**src/rtl/tx_polyfir.sv**
```systemverilog
// tx_polyfir: multi-channel polyphase pulse shaper, antipodal symbols, sign-select adder tree, saturating output
module tx_polyfir #(
    parameter int NCH = 2,
    parameter int OS = 4,
    parameter int NBAUD = 6,
    parameter int CW = 8,
    parameter int OW = 16,
    parameter logic [OS*NBAUD*CW-1:0] COEFS = 192'h18171615_14131211_100f0e0d_0c0b0a09_08070605_04030201
) (
    input  logic                    clk,
    input  logic                    rst,
    input  logic                    i_enable,
    input  logic                    i_sym_vld,
    input  logic [NCH-1:0]          i_bits,
    output logic                    o_valid,
    output logic [NCH*OW-1:0]       o_data,
    output logic [$clog2(OS)-1:0]   o_phase
);
    localparam int PW = $clog2(OS);
    localparam int FW = CW + $clog2(NBAUD) + 1;
    localparam int NL = 1 << $clog2(NBAUD);

    logic [PW-1:0] ph;
    logic [1:0] line [NCH][NBAUD];
    logic [1:0] line_nx [NCH][NBAUD];
    logic [NCH*OW-1:0] samples;
    logic load;

    assign load = i_enable && ph == '0;

    // slot encoding: 00 = 0, 01 = +1, 11 = -1
    always_comb begin
        for (int c = 0; c < NCH; c++) begin
            line_nx[c][0] = !load ? line[c][0] : !i_sym_vld ? 2'b00 : i_bits[c] ? 2'b11 : 2'b01;
            for (int j = 1; j < NBAUD; j++)
                line_nx[c][j] = load ? line[c][j-1] : line[c][j];
        end
    end

    for (genvar c = 0; c < NCH; c++) begin : g_ch
        logic signed [FW-1:0] node [1:2*NL-1];
        logic signed [OW-1:0] sat;
        // leaves at NL..2NL-1, root at 1
        always_comb begin
            for (int n = 1; n < 2*NL; n++)
                node[n] = '0;
            for (int j = 0; j < NBAUD; j++)
                node[NL+j] = line_nx[c][j] == 2'b01 ?  FW'($signed(COEFS[(j*OS + int'(ph))*CW +: CW])) :
                             line_nx[c][j] == 2'b11 ? -FW'($signed(COEFS[(j*OS + int'(ph))*CW +: CW])) : '0;
            for (int n = NL - 1; n >= 1; n--)
                node[n] = node[2*n] + node[2*n+1];
        end
        if (OW >= FW) begin : g_ext
            assign sat = OW'(node[1]);
        end else begin : g_sat
            localparam logic signed [FW-1:0] SMAX = FW'((2**(OW-1)) - 1);
            localparam logic signed [FW-1:0] SMIN = ~SMAX;
            assign sat = node[1] > SMAX ? OW'(SMAX) : node[1] < SMIN ? OW'(SMIN) : OW'(node[1]);
        end
        assign samples[c*OW +: OW] = sat;
    end

    always_ff @(posedge clk) begin
        if (!rst) begin
            ph <= '0;
            line <= '{default: '0};
            o_valid <= 1'b0;
            o_data <= '0;
            o_phase <= '0;
        end else begin
            o_valid <= i_enable;
            if (i_enable) begin
                ph <= ph == PW'(OS - 1) ? '0 : ph + 1'b1;
                line <= line_nx;
                o_data <= samples;
                o_phase <= ph;
            end
        end
    end
endmodule

```
**config.mk**
```make
export PLATFORM = sky130hd
export DESIGN_NAME = tx_polyfir
export DESIGN_NICKNAME = d
export VERILOG_FILES = /design/src/rtl/tx_polyfir.sv
export SDC_FILE = /design/constraint.sdc
export NUM_CORES = 1
export LEC_CHECK = 0
export CAP_MARGIN = 15
export CORE_ASPECT_RATIO = 0.5
export CORE_MARGIN = 2
export CORE_UTILIZATION = 56
export CTS_BUF_LIST = sky130_fd_sc_hd__clkbuf_4 sky130_fd_sc_hd__clkbuf_8
export DETAILED_ROUTE_END_ITERATION = 12
export GPL_TIMING_DRIVEN = 0
export HOLD_SLACK_MARGIN = 0.15
export PLACE_DENSITY = 0.86
export SYNTH_ARGS = -nofsm -noshare
export SYNTH_HDL_FRONTEND = slang
export SYNTH_SLANG_ARGS = --single-unit
```
**constraint.sdc**
```tcl
create_clock -name clk -period 4.78 [get_ports clk]
set_input_delay 0.478 -clock clk [delete_from_list [all_inputs] [get_ports clk]]
set_output_delay 0.478 -clock clk [all_outputs]
set_load 0.02 [all_outputs]
```
==> impl_results.md, run 1 <==
- Post-synthesis mux area share: under 10%
- Failing checks: setup timing
- Outcome: complete, but fails checks
- CP endpoint kind: flop
- First-pass GRT wire length: ~24 mm
- Combinational family with the most area after synthesis: adder cells
- Final worst slack: -109 ps
- Leak Pwr: 3.05 nW
- Pwr dens: 152 nW/um^2
- Gr usage total: 29.4%
- Num CTS Buffers: 5
- Initial antenna violation count: 0
- Worst R2R Path Depth: 19
- Avg Vias per Cell: 6.12
- Post-Synth Adder-Cell Area: 32.4%
- Placed inst area: between 6000 and 7000 sq um
- Final hold vios: 0
- Maximum fanout along the worst path: 6
- Final Max Slew Viols: 0
- Final core occ: 75.3%
- Fin cells: roughly 830
- # Max-Cap Violations: 0
- Later-pin clock latency in the skew report: 330 ps
- Period minus WS final: 4890 ps
- Routability cong.: ~0.9
- Xor/xnor cell area share of the yosys netlist: 1.61%
- Largest net degree at the start of global routing: 18
- Synthesized net count: 714
- Layout cells sized above 1: 24.4%
- NetSw: 373 uW
- Setup Skew: roughly 12 ps
- Sequential Area: 1070 sq um
- Slew @ Worst Pin: 716 ps
- Synth Area per Inst: 8.93 sq um
- Final setup viols: 3
- Fmax: 205 MHz
- # clock sinks: 53
- Seq/Total Area, Yosys: between 10% and 20%
- Synthesized instance count: 610
- Htree depth: 2
- Post-synth EDFFs: 0
- Synth top area cells: fa_1, dfxtp_1, inv_1, ha_1, mux2i_1
- Final Cycle Share: 102%
- Combinational power share: 30.2%
- Asr flop ratio synth: 0%
- Worst hold path depth: 2
- Synth cell types: 47
- Drt drc: 0
- Area of the multi-input gates: 4490 sq um
- Clock root buffer master: clkbuf_8
- Largest area contributor in the netlist: fa_1
- IO Count: 41
- Layout area overhead: 30.6%
- Vias: 5104
- Power share of the clock group: between 20% and 30%
- Flop pwr share: between 40% and 50%
- Worst vdd ir: 0.125 mV
- Crit Path Category: flop to flop
- Synth Cell Area: 5450 sq um
- Cell count after placement: ~800
- Final Power: 1.08 mW
- CP startpoint kind: flop
- NumNets Final: 801
- Initial Util: between 50% and 60%
- Port Buffers: 39
- Switching Fraction: 34.6%
- Simple-gate share of the synthesized area: 18.4%
- Die Width: 143 microns
- CTS max path bufs: 2
- Internal Power: roughly 700 uW
- DIE HEIGHT: 73.7 microns
- Post-cts hold buffer count: 0
- Post-DRT Antenna Nets: 0
- Yosys warnings: 0
- Number of global-route vias before repair: 4736
- Main flop type after synthesis: dfxtp_1
- WP data arrival: approximately 5100 ps
- Row count: 25
- Drt total wl: 17.2 mm
- Fill cell count: about 570
- WP data required: approximately 5000 ps
- Slew headroom: a little over half
- Core area: 9450 sq um
- Post-synthesis compound-gate area fraction: 12.0%
- Drt wl/cell: ~21 microns
- Top cell type's share of synthesized area: 26.5%
- RSZ-0062 raised after global routing: yes
- Die ar.: 10600 sq um
- DR iter-0 viols: 477
- GRT overflow: 0
- Number of synthesized register bits: 53
- Drt pass-1 iters: 5
- Post-DP HPWL: 10.4 mm
- Cell area after layout: 7110 sq um
- Reg clk slew, reported paths: about 120 ps
- TritonCTS clock tree: done
- Hold crit path type: flop to flop
==> synthesized netlist by cell type (5+ instances only) <==
cell type and n:
a211oi_1 14, nand2b_1 7, nor2b_1 33, inv_1 91, ha_1 26, nand2_1 49
nand3_1 12, mux2_2 8, nor2_1 28, fa_1 72, clkbuf_1 16, o21a_1 5
or3_1 6, nor3_1 7, mux2i_1 29, xor2_1 6, a21o_1 8, buf_4 8
a21oi_1 22, o21ai_0 30, nand3b_1 7, dfxtp_1 53, and2_1 18
==> worst max-delay path: stages (launching register included) <==
cell and delay (ps):
dfxtp_4 410, inv_4 50, ha_4 200, nand2_8 140, buf_12 150, mux2i_4 280
inv_1 60, o21ai_0 370, fa_1 490, inv_1 90, fa_1 450, inv_2 80
fa_1 420, inv_2 100, ha_4 210, a211oi_4 280, nor2_2 90, or4b_4 490
and3_4 160, a311o_1 260
==> layout make-up <==
| type | count | share of cell area, % |
|---|---|---|
| clock buffers | 5 | 0.967 |
| plain buffers | 30 | 2.85 |
| multi-input cells | 436 | 63.1 |
| diodes | 1 | 0.0352 |
| inverters | 91 | 4.89 |
| flip-flops and latches | 53 | 15.0 |
| well taps | 135 | 2.37 |
| repair buffers | 80 | 10.5 |
| clock inverters | 3 | 0.299 |
==> through the flow <==
step | TNS (ps) | hold slack, ps | setup slack, ps
6_report | -211 | 499 | -109
3_5_place_dp | -9870 | 469 | -921
5_1_grt | -1440 | 509 | -307
3_3_place_gp | -8780 | 461 | -829
4_1_cts | 0 | 495 | 16.1
2_1_floorplan | 0 | 544 | 5.17
==> flip-flops by register name, summed over array words and instances (netlist names) <==
signal,cells
ph,2
o_phase,2
line,24
o_valid,1
o_data,24
==> final timing paths <==
check,startpoint,endpoint,slack (ps)
hold reg to reg,o_data[10]$_SDFFE_PN0P_,o_data[10]$_SDFFE_PN0P_,500
setup / recovery,ph[0]$_SDFFE_PN0P_,o_data[9]$_SDFFE_PN0P_,-110
hold / removal,o_data[10]$_SDFFE_PN0P_,o_data[10]$_SDFFE_PN0P_,500
setup reg to reg,ph[0]$_SDFFE_PN0P_,o_data[9]$_SDFFE_PN0P_,-110
==> kinds of logic after synthesis <==
family	after synthesis
adder cells (fa/ha/maj)	98
buffers and inverters	122
flip-flops	53
AND/OR/NAND/NOR	189
XOR/XNOR	10
AO/OA/AOI/OAI	101
multiplexers	37
==> power by group through the flow <==
stage | combinational, mW | clock [mW] | sequential, mW
after floorplan | 0.160 | 0 | 0.484
after global placement | 0.236 | 0 | 0.475
after detailed placement | 0.242 | 0 | 0.476
after CTS | 0.288 | 0.279 | 0.465
after global routing | 0.347 | 0.296 | 0.468
final | 0.326 | 0.285 | 0.467
==> metal layers <==
metal	share of wire [%]	vias up	GRT usage [%]	wire length, microns
met5	0	-	0	0
li1	-	2169	-	-
met3	11	79	6.52	1930
met4	3.4	0	7.41	590
met2	46	377	47.0	7820
met1	40	2479	41.1	6830
==> cell usage in the layout, fill, tap and decap left out, types with 9 or more instances in the layout <==
cell and instances:
fa_1 65, clkdlybuf4s50_1 38, nand2_1 46, o21ai_0 20
buf_4 43, dfxtp_1 51, a21oi_1 19, nand3_1 11
inv_2 10, mux2i_4 12, clkbuf_1 13, mux2i_1 16
nor2b_1 31, ha_4 9, nor2_1 19, and2_1 18
inv_1 79, ha_1 14
==> repair_timing <==
action	in CTS	in global routing
setup buffers	24	17
pin swaps	22	33
gates cloned	2	0
endpoints found under the setup margin	13	11
gates resized for setup	79	51
(Power assumes the default switching activity.)
==> run 2: changes to the inputs <==
--- a/config.mk
+++ b/config.mk
@@ -5,15 +5,16 @@
 export SDC_FILE = /design/constraint.sdc
 export NUM_CORES = 1
 export LEC_CHECK = 0
-export CAP_MARGIN = 15
 export CORE_ASPECT_RATIO = 0.5
 export CORE_MARGIN = 2
 export CORE_UTILIZATION = 56
 export CTS_BUF_LIST = sky130_fd_sc_hd__clkbuf_4 sky130_fd_sc_hd__clkbuf_8
+export CTS_CLUSTER_DIAMETER = 60
 export DETAILED_ROUTE_END_ITERATION = 12
 export GPL_TIMING_DRIVEN = 0
 export HOLD_SLACK_MARGIN = 0.15
 export PLACE_DENSITY = 0.86
+export SKIP_LAST_GASP = 1
 export SYNTH_ARGS = -nofsm -noshare
 export SYNTH_HDL_FRONTEND = slang
 export SYNTH_SLANG_ARGS = --single-unit
==> run 2 against run 1 <==
Effect of this change:
- the run still ends with setup timing left
- combinational power about the same
- wire length down 4.0%
- non-clock buffer count unchanged
- first-iteration DRC count up 25%
- clock power about the same
- final area down 0.14%
- maximum frequency up 1.3%
- sequential power about the same
- register-to-register slack better by 60 ps
- critical path type unchanged
- critical endpoint unchanged
- largest cell class unchanged
==> impl_results.md, run 2 (synthesis gave the netlist of run 1 again) <==
- Slew headroom: 55.7% (+3.5 points)
- Fill cell count: 574 (+0.53%)
- Avg Vias per Cell: 5.94 (-3.0%)
- Fmax: 207 MHz (+1.3%)
- RSZ-0062 raised after global routing: yes
- Leak Pwr: 3.05 nW (about the same)
- CP peak stage delay: 500 ps (about the same)
- Row count: 25 (unchanged)
- Slew @ Worst Pin: 664 ps (-51.9 ps)
- Layout area overhead: 30.4%
- Final Cycle Share: 101% (-1.3 points)
- Final core occ: 75.2% (-0.11 points)
- DP Worst Slack: -921 ps (unchanged)
- CP endpoint kind: flop
- ANT cells: 0 (-1)
- Routability cong.: 0.917 (unchanged)
- First-pass GRT wire length: 23.9 mm (unchanged)
- IO Count: 41 (unchanged)
- CTS max path bufs: 2 (unchanged)
- Final hold vios: 0 (unchanged)
- WP buf/inv: 6 (unchanged)
- WL met3: 1.80 mm (-6.9%)
- Post-DP HPWL: 10.4 mm (unchanged)
- Later-pin clock latency in the skew report: 330 ps (about the same)
- NumNets Final: 801 (unchanged)
- Slowest CP cell: fa_1
- Drt wl/cell: 19.8 microns (-3.9%)
- Largest net degree at the start of global routing: 18 (unchanged)
- Gr usage total: 29.4% (unchanged)
- Top Layer Used: met4
- Setup Skew: 10.5 ps (-1.11 ps)
- Layout cells sized above 1: 24.2% (-0.14 points)
- Drt pass-1 iters: 5 (unchanged)
- Initial Util: 57.7% (unchanged)
- CP top delay family: adder cells
- Die ar.: 10600 sq um (unchanged)
- TritonCTS clock tree: done
- Crit path top cell by count: fa_1
- Pwr dens: 151 nW/um^2 (-0.15%)
- CP startpoint kind: flop
- Reg clk slew, reported paths: 120 ps (about the same)
- Die Width: 143 microns (unchanged)
- Largest regs: line: 24 flops, o_data: 24 flops
- Most common cell after layout, fill and taps aside: inv_1
- Failing checks: setup timing
- Final worst slack: -47.9 ps (+60.8 ps)
- Crit Path Category: flop to flop
- Num CTS Buffers: 5 (unchanged)
- Htree depth: 2 (unchanged)
- DIE HEIGHT: 73.7 microns (unchanged)
- Final setup viols: 1 (-2)
- Post-DRT Antenna Nets: 0 (unchanged)
- Drt drc: 0 (unchanged)
- Most frequent cells in the layout: inv_1, fa_1, dfxtp_1
- WP data arrival: 5060 ps (-60 ps)
- Metal2 WL: 7.58 mm (-3.1%)
- WP data required: 5010 ps (about the same)
- Maximum fanout along the worst path: 6 (unchanged)
- GRT overflow: 0 (unchanged)
- Worst vdd ir: 0.126 mV (+1.1%)
- Core area: 9450 sq um (unchanged)
- Outcome: complete, but fails checks
- Initial antenna violation count: 0 (unchanged)
- Crit path cell chain: inv_4 -> ha_4 -> nand2_8 -> buf_12 -> mux2i_4 -> inv_1 -> o21ai_0 -> fa_1 -> inv_1 -> fa_1 -> inv_2 -> fa_1 -> inv_2 -> ha_4 -> a211oi_4 -> nor2_2 -> or4b_4 -> and3_4 -> a311o_1
- Period minus WS final: 4830 ps (-60.8 ps)
- Drt total wl: 16.5 mm (-4.0%)
- # clock sinks: 53 (unchanged)
- Final Power: 1.07 mW (-0.29%)
- Final Max Slew Viols: 0 (unchanged)
- Vias: 4944 (-3.1%)
- Port Buffers: 39 (unchanged)
- DR iter-0 viols: 597 (+25%)
- Number of global-route vias before repair: 4736 (unchanged)
- Hold crit path type: flop to flop
- Clock root buffer master: clkbuf_8
- # Max-Cap Violations: 0 (unchanged)
- Metal-1 WL: 6.66 mm (-2.4%)
-- run 2: power breakdown --
| group | switching [mW] | leakage, nW | internal, mW |
|---|---|---|---|
| logic | 0.179 | 2.57 | 0.146 |
| clock network | 0.178 | 0.0445 | 0.105 |
| registers | 0.0123 | 0.431 | 0.454 |
| total | 0.369 | 3.05 | 0.705 |
-- run 2: worst paths after layout --
| check | startpoint | end | slack [ps] | cells after the start |
|---|---|---|---|---|
| hold / removal | o_data[20]$_SDFFE_PN0P_ | o_data[20]$_SDFFE_PN0P_ | 490 | 1 |
| setup reg to reg | ph[0]$_SDFFE_PN0P_ | o_data[9]$_SDFFE_PN0P_ | -50 | 19 |
| hold reg to reg | o_data[20]$_SDFFE_PN0P_ | o_data[20]$_SDFFE_PN0P_ | 490 | 1 |
| setup / recovery | ph[0]$_SDFFE_PN0P_ | o_data[9]$_SDFFE_PN0P_ | -50 | 19 |
-- run 2: metal layers --
metal / track usage (%) / vias up
li1: - / 2161
met5: 0 / -
met2: 47.0 / 317
met3: 6.52 / 58
met1: 41.1 / 2408
met4: 7.41 / 0
-- run 2: repair_timing --
item / in CTS / in global routing
endpoints found under the setup margin: 13 / 11
hold buffers: 0 / 0
gates cloned: 2 / 0
pin swaps: 22 / 33
buffers inserted: 24 / 17
gates resized for setup: 79 / 48
-- run 2: metrics by stage --
step | TNS, ps | instances | hold WS [ps] | instance area [sq um]
after floorplan | 0 | 610 | 544 | 5590
after global placement | -8780 | 784 | 461 | 6150
after detailed placement | -9870 | 784 | 469 | 6150
after CTS | 0 | 818 | 495 | 6770
after global routing | -1020 | 833 | 510 | 7100
final | -47.9 | 833 | 491 | 7100
-- run 2: cell type report --
| cell class | count | area [sq um] | share of cell area [%] |
|---|---|---|---|
| plain buffers | 30 | 203 | 2.85 |
| clock buffers | 5 | 68.8 | 0.969 |
| repair buffers | 80 | 747 | 10.5 |
| multi-input cells | 436 | 4480 | 63.1 |
| flip-flops and latches | 53 | 1070 | 15.0 |
| inverters | 91 | 348 | 4.90 |
| clock inverters | 3 | 21.3 | 0.299 |
| well taps | 135 | 169 | 2.38 |
